File: src/rtl/port_arbiter.sv
// Arbitrates an instruction port (A, read-only) and a data port (B) onto one downstream
// memory port: one transaction in flight, round-robin on conflict, saturating statistics.
module port_arbiter #(
    parameter int CNT_W = 16
) (
    input  logic             clk,
    input  logic             reset_n,
    input  logic             read_a,
    input  logic [15:0]      address_a,
    output logic             resp_a,
    output logic [15:0]      rdata_a,
    input  logic             read_b,
    input  logic             write_b,
    input  logic [1:0]       wmask_b,
    input  logic [15:0]      address_b,
    input  logic [15:0]      wdata_b,
    output logic             resp_b,
    output logic [15:0]      rdata_b,
    output logic             mem_read,
    output logic             mem_write,
    output logic [1:0]       mem_wmask,
    output logic [15:0]      mem_address,
    output logic [15:0]      mem_wdata,
    input  logic             mem_resp,
    input  logic [15:0]      mem_rdata,
    output logic [CNT_W-1:0] grant_a_count,
    output logic [CNT_W-1:0] grant_b_count,
    output logic [CNT_W-1:0] conflict_count,
    input  logic             grant_a_count_reset,
    input  logic             grant_b_count_reset,
    input  logic             conflict_count_reset
);
    typedef enum logic [1:0] {IDLE, SERVE, RESP} state_t;

    state_t           state, state_nxt;
    logic             req_a, req_b;
    logic             grant, grant_b, conflict;
    logic             last_grant_b;
    logic             sel_p0, write_p0;
    logic [1:0]       wmask_p0;
    logic [15:0]      addr_p0, wdata_p0;
    logic [15:0]      rdata_a_q, rdata_b_q;
    logic [CNT_W-1:0] grant_a_cnt, grant_b_cnt, conflict_cnt;

    function automatic logic [CNT_W-1:0] sat_inc(input logic [CNT_W-1:0] v);
        return (&v) ? v : v + {{(CNT_W-1){1'b0}}, 1'b1};
    endfunction

    assign req_a = read_a;
    assign req_b = read_b | write_b;

    always_comb begin
        state_nxt = state;
        grant     = 1'b0;
        grant_b   = 1'b0;
        conflict  = 1'b0;
        mem_read  = 1'b0;
        mem_write = 1'b0;
        resp_a    = 1'b0;
        resp_b    = 1'b0;
        case (state)
            IDLE: begin
                conflict = req_a && req_b;
                if (req_a || req_b) begin
                    grant     = 1'b1;
                    // On conflict B wins unless it was the last port served
                    grant_b   = req_b && (!req_a || !last_grant_b);
                    state_nxt = SERVE;
                end
            end
            SERVE: begin
                mem_read  = !write_p0;
                mem_write = write_p0;
                if (mem_resp) state_nxt = RESP;
            end
            RESP: begin
                resp_a    = !sel_p0;
                resp_b    = sel_p0;
                state_nxt = IDLE;
            end
            default: state_nxt = IDLE;
        endcase
    end

    // Grant stage: registered request copy that drives the downstream port
    always_ff @(posedge clk or negedge reset_n) begin
        if (!reset_n) begin
            state        <= IDLE;
            last_grant_b <= 1'b0;
            sel_p0       <= 1'b0;
            write_p0     <= 1'b0;
            wmask_p0     <= 2'b00;
            addr_p0      <= 16'h0000;
            wdata_p0     <= 16'h0000;
        end else begin
            state <= state_nxt;
            if (grant) begin
                sel_p0       <= grant_b;
                last_grant_b <= grant_b;
                write_p0     <= grant_b && write_b;
                wmask_p0     <= grant_b ? wmask_b : 2'b11;
                addr_p0      <= grant_b ? address_b : address_a;
                wdata_p0     <= grant_b ? wdata_b : 16'h0000;
            end
        end
    end

    // Completion stage: read data captured only for reads finishing in SERVE
    always_ff @(posedge clk or negedge reset_n) begin
        if (!reset_n) begin
            rdata_a_q <= 16'h0000;
            rdata_b_q <= 16'h0000;
        end else if (state == SERVE && mem_resp && !write_p0) begin
            if (sel_p0) rdata_b_q <= mem_rdata;
            else        rdata_a_q <= mem_rdata;
        end
    end

    always_ff @(posedge clk or negedge reset_n) begin
        if (!reset_n) begin
            grant_a_cnt  <= '0;
            grant_b_cnt  <= '0;
            conflict_cnt <= '0;
        end else begin
            if (grant_a_count_reset)      grant_a_cnt  <= '0;
            else if (grant && !grant_b)   grant_a_cnt  <= sat_inc(grant_a_cnt);
            if (grant_b_count_reset)      grant_b_cnt  <= '0;
            else if (grant && grant_b)    grant_b_cnt  <= sat_inc(grant_b_cnt);
            if (conflict_count_reset)     conflict_cnt <= '0;
            else if (conflict)            conflict_cnt <= sat_inc(conflict_cnt);
        end
    end

    assign mem_wmask      = wmask_p0;
    assign mem_address    = addr_p0;
    assign mem_wdata      = wdata_p0;
    assign rdata_a        = rdata_a_q;
    assign rdata_b        = rdata_b_q;
    assign grant_a_count  = grant_a_cnt;
    assign grant_b_count  = grant_b_cnt;
    assign conflict_count = conflict_cnt;
endmodule

File: config.mk
export PLATFORM = sky130hd
export DESIGN_NAME = port_arbiter
export DESIGN_NICKNAME = d
export VERILOG_FILES = /design/src/rtl/port_arbiter.sv
export SDC_FILE = /design/constraint.sdc
export NUM_CORES = 1
export LEC_CHECK = 0
export CORE_MARGIN = 3
export CORE_UTILIZATION = 45
export CTS_BUF_LIST = sky130_fd_sc_hd__clkbuf_4 sky130_fd_sc_hd__clkbuf_8 sky130_fd_sc_hd__clkbuf_16
export DETAILED_ROUTE_END_ITERATION = 10
export GPL_ROUTABILITY_DRIVEN = 0
export HOLD_SLACK_MARGIN = 0.05
export PLACE_DENSITY = 0.81
export RECOVER_POWER = 25
export SLEW_MARGIN = 20
export SYNTH_ARGS = -nofsm -noshare
export SYNTH_HDL_FRONTEND = slang
export SYNTH_SLANG_ARGS = --single-unit
File: constraint.sdc
create_clock -name clk -period 2.23 [get_ports clk]
set_input_delay 0.446 -clock clk [delete_from_list [all_inputs] [get_ports clk]]
set_output_delay 0.446 -clock clk [all_outputs]
set_load 0.005 [all_outputs]
======== Yosys cells after proc, flatten, opt, wreduce, memory -nomap -nowiden ========
Index checks and enable logic that the tools add are counted.
operators by class
  $add $sub $neg .......................... 3
  eq/ne operators ......................... 7
  mux-type cells .......................... 24
  bitwise logic cells ..................... 2
  reductions and logical operators ........ 26
operator list
  kind                   number
  $mux 16                11
  $add 16x1->16 const B  3
  $reduce_and 16->1      3
  $reduce_and 2->1       6
  $ne 2x2->1 const B     5
  $mux 1                 9
  $logic_and 1x1->1      7
  $mux 2                 3
  $reduce_bool 2->1      3
  $logic_not 1->1        4
  $pmux 2 s2             1
  $eq 2x1->1 const B     1
  $eq 2x2->1 const B     1
  $logic_not 2->1        1
  $logic_or 1x1->1       2
  $not 1->1              1
  $or 1x1->1             1
word-level totals
  register bits after elaboration ......... 118
  bits of input ports ..................... 75
  word-level logic and storage cells ...... 73

======== Longest topological paths before layout ========
Gate-level depths: netlist (run 1).
  word-level depth ........................ 9
  mapped depth ............................ 8
  depth with buffers taken out ............ 6

======== Least setup slack after synthesis (run 1) ========
Ideal clock, no wire load.
  path type ............................... register to register
  from .................................... reg grant_a_cnt[0] (netlist: grant_a_count[0])
  to ...................................... reg grant_a_cnt[15] (netlist: grant_a_count[15])
  setup time .............................. 0.078 ns
  data arrival time ....................... 1.960 ns
  required time ........................... 2.152 ns
  slack ................................... 0.192 ns
  cell stages (with the launch flop) ...... 9
  cells stage by stage .................... dfrtp_1 ha_1 and2_1 and4_4 buf_6 and2_4 buf_6 or4b_1 a21oi_1
on the way
  longest elaborated chain between the ends .. 4
RTL lines
  item                    line  text
  from (decl)             43    logic [CNT_W-1:0] grant_a_cnt, grant_b_cnt, conflict_cnt;
  from (signal assigned)  126   else if (grant && !grant_b) grant_a_cnt <= sat_inc(grant_a_cnt);
  $add 16x1->16           46    return (&v) ? v : v + {{(CNT_W-1){1'b0}}, 1'b1};
  $mux 16                 46
  $mux 16                 126
  $mux 16                 125   if (grant_a_count_reset) grant_a_cnt <= '0;
Several ways; a longest one is shown, not always the timed one. The select of a mux whose other input is x is not followed.
A chain may end at the register's enable or synchronous reset.

======== Worst setup path after layout (run 1) ========
  from .................................... reg state[0]
  to ...................................... out resp_a
on the way
  longest elaborated chain between the ends .. 2
RTL lines
  item                    line  text
  from (decl)             35    state_t state, state_nxt;
  from (signal assigned)  96    state <= state_nxt;
  $eq 2x2->1              61    case (state)
  $mux 1                  61
  to (decl)               10    output logic resp_a,
Every way passes these cells.

==> impl.org, run 1 <==
** Outcome
- Outcome :: complete, no violations

** Floorplan
- Height of the die :: 115 um
- The die covers 13100 um^2.
- Ports placed on the boundary :: 193
- Die width :: 115 um
- Site Rows :: 39
- Placeable core region :: 11500 um^2
- For this configuration, the core starts out at a cell density of 46.3%.

** Power and ir drop
- Combinational share of power :: 34.2%
- Power spread over the standard cell area amounts to 1090 nW/um^2.
- Leakage power of the design :: 3.41 nW
- Internal power comes to 6.41 mW.
- Clock Power Share :: 29.8%
- Net load switching power :: 2.42 mW
- Reg power frac :: 36.1%
- The design draws 8.84 mW.
- IR Drop Worst-Case VDD :: 0.786 mV
- Net switching is 27.4% of the power.

** Synth
- Summing the areas of all and, or, nand and nor instances in the mapped netlist gives 19.9% of the synthesized area.
- Number of enable flip-flop cells after synthesis :: 0
- Synthesized area per cell :: 11.1 um^2
- Summed over its instances, the top area cell type makes up 55.6% of the synthesized netlist area.
- Share of flip-flops with an asynchronous set or reset after synthesis :: 100%
- Most frequently used cell type in the post-synthesis netlist :: dfrtp_1
- Sequential area share after synthesis :: 55.6%
- By area, the combinational part of the netlist is dominated by simple AND/OR/NAND/NOR gates.
- Number of synthesized register bits :: 118
- Summing the areas of all xor and xnor instances in the mapped netlist gives 5.11% of the synthesized area.
- Prevailing post-synth register cell :: dfrtp_1
- In this run the cell area of the synthesized design comes to 5310 um^2.
- Total nets after synthesis :: 558
- The synthesized netlist devotes 8.43% of its cell area to compound gates.
- After synthesis, the netlist uses 50 different library cells.
- dfrtp_1 takes more of the synthesized area than any other cell.
- In the post-synthesis netlist, the biggest area contributors are dfrtp_1 (56%), mux2_2 (7.4%), xnor2_1 (4.8%), nand2_1 (3.7%), nor2_1 (3.2%).
- During synthesis, Yosys emitted a total of 0 warnings.
- In the synthesized netlist, the number of instances is 480.
- Measured against the total synthesized area, the mux share comes to 7.98%.
- The synthesized netlist devotes 0.706% of its cell area to adder and majority cells.
- The commonest cells after synthesis are dfrtp_1 (118), nand2_1 (52), nor2_1 (45), mux2_2 (35), xnor2_1 (29).

** Critical path
- Sort of element at the start of the critical path :: flop
- Family of cells with the greatest summed delay on the critical path :: buffers and inverters
- Signal arrival time at the worst endpoint :: 1.68 ns
- Crit path required time :: 1.78 ns
- The worst setup path is of the reg2out kind.
- Of all nets on the critical path, the largest fanout is 6.
- The signal on the critical path passes through nor3b_1, clkdlybuf4s50_1.
- STA classifies the critical path endpoint as an output port.
- Largest stage delay on the critical path :: 0.57 ns
- Number of buffer and inverter stages on the critical path :: 1
- Slowest-stage cell, CP :: clkdlybuf4s50_1

** Route
- Summed over all layers, the routed wires come to 14300 um.
- Number of vias per cell after detailed routing :: 5.42
- Post-DRT Antenna Nets :: 0
- Routed length per instance :: 16.9 um
- DRT Pass-1 Iters :: 4
- For this block, the via count after detailed routing is 4572.
- Residual DRC count :: 0
- Violation count after the first detailed-routing iteration :: 278

** Placement
- Port buffering added 192 buffers.
- Number of placed cells counting well taps :: 813
- Detailed placement ended at an HPWL of 10200 um.

** Clock network
- Post-CTS Setup Inserts :: 0
- TritonCTS built the clock tree.
- Total CTS buffers :: 17
- No sink is reached through more buffers than the 2 on the longest clock path.
- Clock root cell :: clkbuf_16
- Worst-skew pair later-pin latency :: 0.41 ns
- After clock tree synthesis, the clock-pin slew on the worst setup and hold paths is 0.05 ns.
- The H-tree was split into 4 levels.
- Clock tree synthesis found a total of 118 sinks.

** GRT
- Antenna violations before repair :: 0
- The total overflow left after global routing is 0.
- Vias in the first global route :: 4686
- Global routing usage summed across all routing layers :: 22.5%
- The first global-routing pass estimated 23300 um of wire.
- Entering global routing, the biggest net connects 48 pins.

** STA
- Maximum clock rate :: 470 MHz
- In this run the tightest slew margin relative to its limit is 35.1%.
- The max-slew violation count was 0.
- Counting I/O delays and the setup requirement, the final critical path takes 2.13 ns.
- Setup repair after global routing left no endpoint under its margin.
- For the pin with the worst max-slew slack, the measured transition is 0.974 ns.
- In the finished design, the share of the clock period the worst path needs comes to 95.4%.
- On the final layout, the worst clock skew is 0.00614 ns.
- The number of hold violations in the final report is 0.
- Setup violations, final :: 0

** Worst hold path
- The path class of the tightest hold or removal check is reg2reg.

** Finish
- The post-route netlist has 14.1% of its cells at a drive strength greater than 1.
- Counting the fill cells in the layout gives 804.
- Compared with the post-synthesis result, the final layout area differs by 52.7%.
- After the last flow step, the layout net total stands at 768.
- The repair_antennas step left the layout with diodes totalling 0.
- The count of cells in the finished layout, fillers not included, comes to 844.

** Flow run
- Max-cap violations in this run came to 0.
## placed cells by master, fill, tap and decap left out, types with 3 or more instances in the layout
master,count
clkdlybuf4s50_1,189
dfrtp_1,118
nand2_1,52
nor2_1,45
mux2_2,35
xnor2_1,29
nand3_1,18
clkbuf_16,17
buf_4,17
a22oi_1,16
a22o_1,16
nand4_1,13
a21oi_1,13
nor4_1,12
nor3_1,10
and3_1,9
o21ai_0,8
clkbuf_8,6
and2_1,5
clkbuf_4,5
inv_1,4
nor3b_1,4
nor4b_1,4
buf_12,4
mux2i_1,3
nor2b_1,3
o31ai_1,3
or4_1,3
or3_1,3
ha_1,3
## final cells by class
class,count,area [um^2],area share [%]
tap,143,179,2.21
timing repair buffer,215,2150,26.5
sequential,118,2950,36.4
inverter,4,15.0,0.185
clock buffer,27,538,6.63
clock inverter,3,40.0,0.494
multi-input combinational,334,2240,27.6
## metrics by stage
step | hold slack, ns | setup slack, ns | instance area (um^2) | utilization, % | setup TNS [ns]
CTS | 0.502 | 0.0728 | 8120 | 70.8 | 0
floorplan | 0.150 | 0.192 | 5310 | - | 0
global placement | 0.441 | -0.0656 | 7530 | 65.7 | -0.146
detailed placement | 0.447 | -0.0946 | 7530 | 65.7 | -0.571
global route | 0.515 | 0.00619 | 8110 | 70.7 | 0
finish | 0.498 | 0.102 | 8110 | 70.7 | 0
## power by group through the flow
stage / registers, mW / logic, mW / clock network (mW)
2_1_floorplan: 3.20 / 1.14 / 0
3_3_place_gp: 3.17 / 2.97 / 0
3_5_place_dp: 3.21 / 3.05 / 0
4_1_cts: 3.19 / 3.07 / 2.66
5_1_grt: 3.27 / 3.27 / 2.77
6_report: 3.19 / 3.02 / 2.63
## cells by family after synthesis
family / Yosys count
fa+ha+maj: 3
xor+xnor: 31
flops: 118
compound gates: 64
simple gates: 198
mux: 38
buf+inv: 28
## registers in the layout, indices dropped and copies added, names as in the netlist
name and flops:
rdata_a 16, mem_wdata 16, rdata_b 16, conflict_count 16
mem_wmask 2, grant_b_count 16, state 2, grant_a_count 16
sel_p0 1, mem_address 16, write_p0 1
## repair_timing
item / in CTS / in global routing
setup endpoints to repair: 0 / 2
gates resized for setup: 0 / 2
endpoints found under the hold margin: 35 / 0
hold buffers: 1 / 0
## per-layer routing
metal	up-vias	track usage, %	part of all wire, %	routed length (um)
met5	-	0	0	0
met4	0	9.18	2.4	338
met3	28	7.88	8.0	1140
met2	169	36.7	49	7040
met1	2234	27.1	40	5780
li1	2141	-	-	-
## worst reg2reg max path: stages, from the launching register on
cell and delay (ns):
dfrtp_1 0.41, ha_1 0.26, and2_1 0.16, and4_4 0.21
and2_4 0.20, or4b_1 0.51, a21oi_1 0.16
## path summary, 6_finish.rpt
check	startpoint	to	slack, ns	depth (start not counted)
worst max-delay path	state[0]$_DFFE_PN0P_	resp_a	0.10	2
worst max register to register	grant_a_count[0]$_DFFE_PN0P_	grant_a_count[15]$_DFFE_PN0P_	0.23	6
worst min-delay path	mem_address[9]$_DFFE_PN0N_	mem_address[9]$_DFFE_PN0N_	0.50	2
worst min register to register	mem_address[9]$_DFFE_PN0N_	mem_address[9]$_DFFE_PN0N_	0.50	2
min in group asynchronous	reset_n	grant_b_count[10]$_DFFE_PN0P_	0.72	2
max in group asynchronous	reset_n	grant_a_count[12]$_DFFE_PN0P_	0.34	3
Note: power is estimated with default switching activity, not from simulation.
==> inputs of run 2 (changes only) <==
Settings changed: CELL_PAD_IN_SITES_DETAIL_PLACEMENT set to 0, CELL_PAD_IN_SITES_GLOBAL_PLACEMENT set to 2, CORE_UTILIZATION 45 to 27, PLACE_DENSITY 0.81 to not set, PLACE_DENSITY_LB_ADDON set to 0.1.
==> run 2 against run 1 <==
  * Total power up 4.6%
  * Maximum frequency down 1.1%
  * Setup slack worse by 0.023 ns
  * Combinational power about the same
  * Die area up 63%
  * Largest cell class unchanged
  * Final cell count up 14%
  * Clock power up 15%
  * Utilization down 27 points
  * Critical path depth unchanged
  * Largest power group unchanged
==> impl.org, run 2 (synthesized netlist as in run 1, its figures left out) <==
** Floorplan
- The floorplan die height was 146 um (+28%).
- Site Rows :: 50 (+28%)
- The number of primary I/O pins came to 193 (unchanged).
- Placeable core region :: 19000 um^2 (+66%)
- The floorplan die area came to 21400 um^2 (+63%).
- Die width :: 146 um (+28%)
- Starting density of the core :: 27.9% (-18 points)

** Critical path
- By startpoint and endpoint, the worst setup path is classified as reg2out.
- Crit end category :: output port
- Crit path required time :: 1.78 ns (about the same)
- Slack of the worst reg-to-reg path :: 0.24 ns (about the same)
- STA classifies the critical path startpoint as a flop.
- The largest fanout on the critical path is 6 (unchanged).
- The worst endpoint data arrival time was 1.70 ns (+0.02 ns).

** Clock network
- Worst-skew pair later-pin latency :: 0.40 ns (about the same)
- The cell sitting at the root of the clock tree is a clkbuf_16.
- The buffer count from post-CTS setup fixing was 0 (unchanged).
- TritonCTS built the clock tree.
- The number of levels the H-tree was split into was 4 (unchanged).
- CTS Sinks :: 118 (unchanged)
- Clock-pin transition on the worst setup and hold timing paths :: 0.05 ns (about the same)
- The clock buffer count from CTS is 17 (unchanged).
- Buffer depth of the longest clock path :: 2 (unchanged)

** STA
- Maximum clock rate :: 465 MHz (-1.1%)
- The period utilization came to 96.4% (+1.0 points).
- The final worst clock skew was 0.00721 ns (+0.00107 ns).
- The max-slew violation count was 0 (unchanged).
- Final min period :: 2.15 ns (+0.0231 ns)
- The number of hold violations in the final report came to 0 (unchanged).
- The setup violation total in the final timing report was 0 (unchanged).
- Setup repair after global routing left no endpoint under its margin.
- The worst hold margin came to 0.499 ns (+0.000781 ns).
- Transition time of the tightest slew-check pin :: 1.01 ns (+0.0396 ns)
- The sum of negative setup slack came to 0 ns (unchanged).
- The relative slew slack was 32.4% (-2.6 points).

** Worst hold path
- In this run the worst hold path is classified as reg2reg.

** Route
- The length of the first detailed-routing pass in iterations was 4 (unchanged).
- The violation count after the first detailed-route iteration is 145 (-48%).
- The remaining design rule violation count was 0 (unchanged).
- Post-DRT Antenna Nets :: 0 (unchanged)
- Vias after detailed routing :: 4521 (-1.1%)
- The per-cell routed wire length was 16.8 um (-0.73%).
- Number of vias per cell after detailed routing :: 4.69 (-13%)
- Total Wirelength :: 16200 um (+13%)

** Placement
- The area of placed instances came to 7700 um^2 (+2.1%).
- The count of input and output buffers came to 192 (unchanged).
- Detailed-placement wirelength estimate :: 11700 um (+14%)

** Finish
- The post-layout net count came to 770 (+0.26%).
- Leaving out fill and tap cells, the most frequent cells in the layout are clkdlybuf4s50_1 (191), dfrtp_1 (117), nand2_1 (52).
- The total inserted antenna cells was 0 (unchanged).
- Relative to the synthesized area, the layout overhead comes to 57.1%.
- The final design instance area without fill came to 8350 um^2 (+2.9%).
- Leaving out fill and tap cells, the most frequent cell in the layout is clkdlybuf4s50_1.
- Share of post-route cells with drive strength above 1 :: 14.5% (+0.37 points)

** GRT
- The total track usage came to 15.2% (-7.3 points).
- The first-pass GRT wire length is 25900 um (+11%).
- Total overflow reported by the global router :: 0 (unchanged)
- Antenna violations before repair :: 3 (+3)
- Largest net degree at the start of global routing :: 49 (+2.1%)
- Vias in the first global route :: 4589 (-2.1%)

** Power and ir drop
- The standby leakage power is 3.42 nW (+0.17%).
- The power per unit of standard cell area came to 1110 nW/um^2 (+1.7%).
- The post-layout total power came to 9.25 mW (+4.6%).
- IR Drop Worst-Case VDD :: 0.511 mV (-35%)

** Flow run
- Number of maximum-capacitance constraint violations :: 0 (unchanged)

** Outcome
- The run finished with clean final reports.
-- run 2: changes by cell type in the layout (fill, tap and decap cells not counted), sizes merged --
cell and change:
buf +2, clkinv +1, clkbuf -5, bufinv +4, clkinvlp +1, dlymetal6s2s -2, clkdlybuf4s50 +2
-- run 2: metal layers --
layer / vias up / GRT usage, % / part of all wire, %
met1: 2233 / 19.3 / 44
met3: 19 / 5.18 / 6.4
met2: 116 / 24.4 / 48
met5: - / 0 / 0.23
met4: 6 / 4.94 / 1.4
li1: 2147 / - / -
-- run 2: final cells by class --
cell class | instances | area, um^2
Tap cell | 260 | 325
Clock buffer | 22 | 482
Sequential cell | 118 | 2950
Inverter | 4 | 15.0
Multi-Input combinational cell | 334 | 2240
Timing Repair Buffer | 217 | 2160
Fill cell | 1841 | 10700
Clock inverter | 9 | 173
-- run 2: report_power, final --
part	switching [mW]	internal [mW]	total, mW	leakage, nW
registers	0.384	2.78	3.17	1.52
logic	1.17	1.88	3.05	1.57
clock network	0.943	2.09	3.03	0.323
total	2.50	6.75	9.25	3.42
-- run 2: metrics by stage --
step	setup slack [ns]	instances	utilization (%)
after detailed placement	-0.194	932	40.5
final	0.0793	964	43.9
after floorplan	0.192	480	-
after global routing	0.00968	964	43.9
after CTS	0.0271	964	44.0
after global placement	-0.147	932	40.5
-- run 2: final timing paths --
check | from | to | cells past startpoint
hold / removal | mem_address[0]$_DFFE_PN0N_ | mem_address[0]$_DFFE_PN0N_ | 2
setup reg to reg | grant_a_count[0]$_DFFE_PN0P_ | grant_a_count[11]$_DFFE_PN0P_ | 6
setup / recovery | state[0]$_DFFE_PN0P_ | resp_a | 2
max in group asynchronous | reset_n | mem_wdata[4]$_DFFE_PN0N_ | 3
min in group asynchronous | reset_n | rdata_a[4]$_DFFE_PN0P_ | 2
hold reg to reg | mem_address[0]$_DFFE_PN0N_ | mem_address[0]$_DFFE_PN0N_ | 2
-- run 2: repair_timing --
| action | 4_1_cts | 5_1_grt |
|---|---|---|
| gates resized for setup | 0 | 1 |
| hold buffers | 1 | 0 |
| endpoints found under the setup margin | 0 | 2 |
| hold endpoints to repair | 14 | 0 |
-- run 2: critical path: stages (launching register included) --
cell and delay (ns):
dfrtp_1 0.45, nor3b_1 0.26, clkdlybuf4s50_1 0.60
==> patch 1, RTL diff (flow settings as in run 2) <==
Put one more register stage on the output `conflict_count`, without a reset. The value now appears one clock later. The other outputs are not delayed to match.
--- a/src/rtl/port_arbiter.sv
+++ b/src/rtl/port_arbiter.sv
@@ -140,3 +140,5 @@
     assign grant_b_count  = grant_b_cnt;
-    assign conflict_count = conflict_cnt;
+    always_ff @(posedge clk) begin
+        conflict_count <= conflict_cnt;
+    end
 endmodule
Formal check against the unedited RTL: not equivalent (a bounded check fails within 4 cycles, from zero or initial values and one cycle with reset_n low).
==> patch 1 against run 2 <==
The flow now finishes with violations (capacitance limit, slew limit); worst setup slack improved by 0.023 ns; wire length increased by 7.5%; utilization decreased by 0.83 points; clock power increased by 1%; total power increased by 5.9%; sequential power increased by 8.5%; synthesized cell count increased by 11%; count of clock-buffer cells in the layout increased by 2; sequential share of layout area increased by 0.43 points; cell count increased by 8.8%; first-iteration DRC count increased by 39%; critical path type unchanged; area after synthesis increased by 11%; sequential cell count increased by 16; final area increased by 9.5%.
==> patch 1: results (changes against run 2) <==
Placed design
  – HPWL Detailed: 12.4 mm (+5.5%)
  – Pre-CTS WS: -0.224 ns (-0.0296 ns)

STA
  – Max-slew violation count: 119 (+119)
  – Max Fclk: 470 MHz (+1.1%)
  – Least-Margin Pin Slew: 1.71 ns (+0.696 ns)
  – Final clock skew: 0.0117 ns (+0.00452 ns)

Run
  – Max-cap violations: 1 (+1)

Worst setup path
  – Crit path from: state[1]$_DFFE_PN0P_
  – Critical Path End: mem_read
  – Crit path capture type: output pin
  – Crit path DAT: 1.68 ns (-0.02 ns)
  – CP peak stage delay: 0.53 ns (-0.07 ns)
  – R2R Path End: conflict_cnt[13]$_DFFE_PN0P_
  – R2R setup slack: 0.15 ns (-0.09 ns)
  – Path depth of the worst reg2reg path: 5 (-1)
  – Worst r2r src: conflict_cnt[0]$_DFFE_PN0P_

Global route
  – Largest net degree at the start of global routing: 119 (+140%)
  – Initial antenna violation count: 0 (-3)
  – Routing usage on met3: 0.0673 (+0.0154)
  – Vias in the first global route: 5239 (+14%)
  – Tot GR Track Use: 0.148 (-0.00434)
  – Met1 usage: 0.193 (-0.000303)
  – Met2 Usage GRT: 0.221 (-0.0230)
  – First-pass GRT wire length: 28.4 mm (+9.5%)

Route
  – First DRT Iteration DRCs: 201 (+39%)
  – Total wire length: 17.4 mm (+7.5%)
  – Via total after detailed routing: 5112 (+13%)

Outcome
  – Failing checks: capacitance limit, slew limit
  – Status: complete, but fails checks

Clock network
  – Post-CTS Setup Bufs: 0 (unchanged)
  – Clk buf depth: 2 (unchanged)
  – Clock Tree Root: clkbuf_16

Finish
  – Post-layout nets: 839 (+9.0%)
  – Layout filler cell count: 2031 (+10%)
  – Layout cells sized above 1: 0.165 (+0.0205)

Logic synthesis
  – Mux cell area share after synthesis: 0.115 (+0.0347)
  – Most instantiated cells after synthesis: dfrtp_1, mux2_2, nand2_1
  – Sequential fraction of the synthesis area: 0.555 (-0.000979)
  – Synth area leaders: dfrtp_1, mux2_2, dfxtp_1, mux2i_1, or4_1
  – Unique masters post-synth: 48 (-4.0%)
  – Mapped Nets: 612 (+9.7%)
  – Post-synthesis compound-gate area fraction: 0.120 (+0.0359)
  – Adder-Cell Fraction of Synth Area: 0.00636 (-0.000702)
  – Post-synthesis xor/xnor area fraction: 0 (-0.0511)

Worst hold path
  – Worst hold start: conflict_cnt[14]$_DFFE_PN0P_
  – Hold path cells: 0 (-2)
  – Hold Path Sink: conflict_count[14]$_DFF_P_

Power
  – Net Sw Frac: 0.270 (about the same)
  – VDD IR max: 528 µV (+3.4%)
  – Psw: 2.64 mW (+5.9%)
  – Leakage: 3.73 nW (+9.3%)
  – Clock-net power: 3.07 mW (+1%)
  – Sequential power: 3.44 mW (+8.5%)
patch 1: changes by cell type after synthesis, moves of 13 or more:
cell     before  now
a22oi_1      16    0
or4_1         3   22
nor2_1       45   21
a21oi_1      13   29
nand2_1      52   39
dfxtp_1       0   16
xnor2_1      29    0
o21ai_0       8   25
o31ai_1       3   20
mux2i_1       3   18
patch 1: layout make-up:
class                      instances  area share
tap                              275      0.0377
clock inverter                     8      0.0157
clock buffer                      24      0.0557
multi-input combinational        360       0.273
inverter                          12     0.00493
timing repair buffer             236       0.255
sequential                       134       0.358
patch 1: per-stage QoR:
step	cell area, µm²	hold WS (ns)	cells	util
after global routing	9140	0.469	1049	0.431
final	9140	0.455	1049	0.431
after CTS	9150	0.167	1049	0.431
after detailed placement	8500	0.442	1017	0.401
after global placement	8500	0.439	1017	0.401
after floorplan	5900	0.150	534	-
patch 1: metal layers:
metal  vias to the layer above  part of all wire
li1                       2451                 -
met1                      2458              0.45
met2                       185              0.44
met3                        18             0.094
met4                         0             0.011
met5                         -                 0
==> patch 2, RTL diff (settings of run 2) <==
Without the edit above. Set the parameter `CNT_W` to 32 (it was 16).
--- a/src/rtl/port_arbiter.sv
+++ b/src/rtl/port_arbiter.sv
@@ -3,3 +3,3 @@
 module port_arbiter #(
-    parameter int CNT_W = 16
+    parameter int CNT_W = 32
 ) (
Ports: changed (resized conflict_count, grant_a_count and grant_b_count); port bits go from 193 to 241. The function was not compared with the original's and may differ.
==> patch 2 against run 2 <==
Non-clock buffer count is 170 higher; total power is 14% higher; final area is 54% higher; global-route usage is 1.8 points higher; area after synthesis is 55% higher; cell count is 63% higher; clock skew is 0.0066 ns higher; wire length is 71% higher; via count is 71% higher; first-iteration DRC count is 100% higher; sequential cell count is 48 higher; utilization is 0.82 points lower; worst setup slack worse by 0.034 ns.
==> patch 2: results (changes against run 2) <==
Placed design
  – Pre-CTS WS: -0.750 ns (-0.556 ns)
  – HPWL Detailed: 20.2 mm (+72%)
  – Placed Area: 12200 µm² (+58%)
  – PortBufs: 240 (+25%)

Route
  – Drt pass-1 iters: 4 (unchanged)
  – Via total after detailed routing: 7732 (+71%)
  – First DRT Iteration DRCs: 296 (+100%)
  – Routed WL per cell: 17.6 µm (+4.8%)

Logic synthesis
  – Asr flop ratio synth: 1.00 (unchanged)
  – Sequential fraction of the synthesis area: 0.505 (-0.0509)
  – Most instantiated cells after synthesis: dfrtp_1, a21oi_1, nand2_1
  – Synth area leaders: dfrtp_1, mux2_2, a21oi_1, o31ai_1, o21ai_0
  – Dominant synthesized flop cell: dfrtp_1
  – Mapped Nets: 880 (+58%)
  – Unique masters post-synth: 61 (+22%)

Clock network
  – Clk buf depth: 2 (unchanged)
  – Clock slew at reported path FFs: 0.08 ns (+0.03 ns)
  – Num CTS Buffers: 17 (unchanged)
  – Clock Latency Late Sink: 0.43 ns (+0.03 ns)

Worst setup path
  – Worst r2r src: state[0]$_DFFE_PN0P_
  – R2R Path End: grant_a_count[19]$_DFFE_PN0P_
  – CP peak stage delay: 0.59 ns
  – Crit Path Max Fanout: 6 (unchanged)
  – CP delay by family, top: simple AND/OR/NAND/NOR gates
  – Crit path DAT: 2.51 ns (+0.81 ns)
  – Critical path's slowest cell: or4_4

Finish
  – Ant diodes: 0 (unchanged)
  – Post-layout nets: 1244 (+62%)
  – Layout cells sized above 1: 0.233 (+0.0884)

Global route
  – Largest net degree at the start of global routing: 56 (+14%)
  – Tot GR Track Use: 0.170 (+0.0178)
  – Gr ovfl total: 0 (unchanged)
  – Vias in the first global route: 7892 (+72%)
  – First-pass GRT wire length: 44.8 mm (+73%)
  – Initial antenna violation count: 0 (-3)

STA
  – Least-Margin Pin Slew: 1.39 ns (+0.374 ns)
  – Final clock skew: 0.0138 ns (+0.00656 ns)
  – Setup WS post-layout: 0.0448 ns (-0.0345 ns)

Power
  – Psw: 3.17 mW (+27%)
  – Leakage: 5.21 nW (+52%)
  – VDD IR max: 604 µV (+18%)

Worst hold path
  – Worst hold start: mem_address[2]$_DFFE_PN0N_
  – Hold path cells: 2 (unchanged)
  – Hold Path Sink: mem_address[2]$_DFFE_PN0N_
  – Hold/Removal Path Class: flip-flop to flip-flop

Outcome
  – Status: finished, final reports clean
[patch 2: cells by family (layout without fill, tap and decap cells)]
logic type | count (synthesis) | in the layout | synth area share
muxes | 65 | 65 | 0.0865
and+or+nand+nor | 311 | 311 | 0.218
AOI/OAI and AO/OA | 190 | 190 | 0.144
xor gates and xnor gates | 9 | 9 | 0.00958
buffers and inverters | 58 | 435 | 0.0327
DFF | 166 | 166 | 0.505
adders and majority gates | 3 | 3 | 0.00456
[patch 2: worst max-delay path by stage]
| stage | to | cells past startpoint |
|---|---|---|
| CTS | grant_a_count[11]$_DFFE_PN0P_ | 7 |
| detailed placement | grant_a_count[19]$_DFFE_PN0P_ | 8 |
| finish | grant_a_count[19]$_DFFE_PN0P_ | 6 |
| global placement | grant_a_count[19]$_DFFE_PN0P_ | 8 |
| floorplan | grant_a_count[25]$_DFFE_PN0P_ | 6 |
| global route | grant_a_count[21]$_DFFE_PN0P_ | 6 |
[patch 2: metrics by stage]
stage / hold WS [ns] / instances / setup TNS, ns
floorplan: 0.150 / 802 / -0.00259
global placement: 0.464 / 1530 / -26.82
detailed placement: 0.465 / 1530 / -26.82
CTS: 0.490 / 1565 / 0
global route: 0.508 / 1569 / -0.0172
finish: 0.483 / 1569 / 0
[patch 2: final cells by class]
| cell class | count | area, µm² |
|---|---|---|
| inverters | 16 | 60.1 |
| clock inverters | 14 | 159 |
| flip-flops and latches | 166 | 4150 |
| repair buffers | 387 | 3670 |
| fillers | 2995 | 17000 |
| clock buffers | 18 | 439 |
| well taps | 390 | 488 |
| multi-input cells | 578 | 3900 |
[patch 2: metal layers]
layer | routed length (µm) | part of all wire | vias to the layer above | track usage
met1 | 13000 | 0.47 | 3730 | 0.233
met3 | 1790 | 0.065 | 17 | 0.0511
met2 | 12600 | 0.46 | 214 | 0.266
li1 | - | - | 3771 | -
met4 | 310 | 0.011 | 0 | 0.0384
met5 | 0 | 0 | - | 0
[patch 2: power groups by stage]
stage	clock network [mW]	registers, mW	logic [mW]
4_1_cts	3.18	3.99	3.58
3_3_place_gp	0	4.01	3.60
5_1_grt	3.29	4.07	3.83
3_5_place_dp	0	4.03	3.58
6_report	3.05	3.98	3.51
2_1_floorplan	0	4.08	1.21
[patch 2: what timing repair did]
item | 4_1_cts | 5_1_grt
pin swaps | 4 | 5
setup endpoints to repair | 19 | 27
resized for setup | 15 | 10
cloned | 0 | 0
endpoints found under the hold margin | 48 | 0
hold buffers | 1 | 0
buffers inserted | 3 | 5
[patch 2: worst reg2reg max path: cells and delay by family (launching register included)]
family / cells / cell delay [ns]
compound gates: 1 / 0.20
buf+inv: 1 / 0.16
flops: 1 / 0.40
mux: 1 / 0.35
simple gates: 3 / 0.97
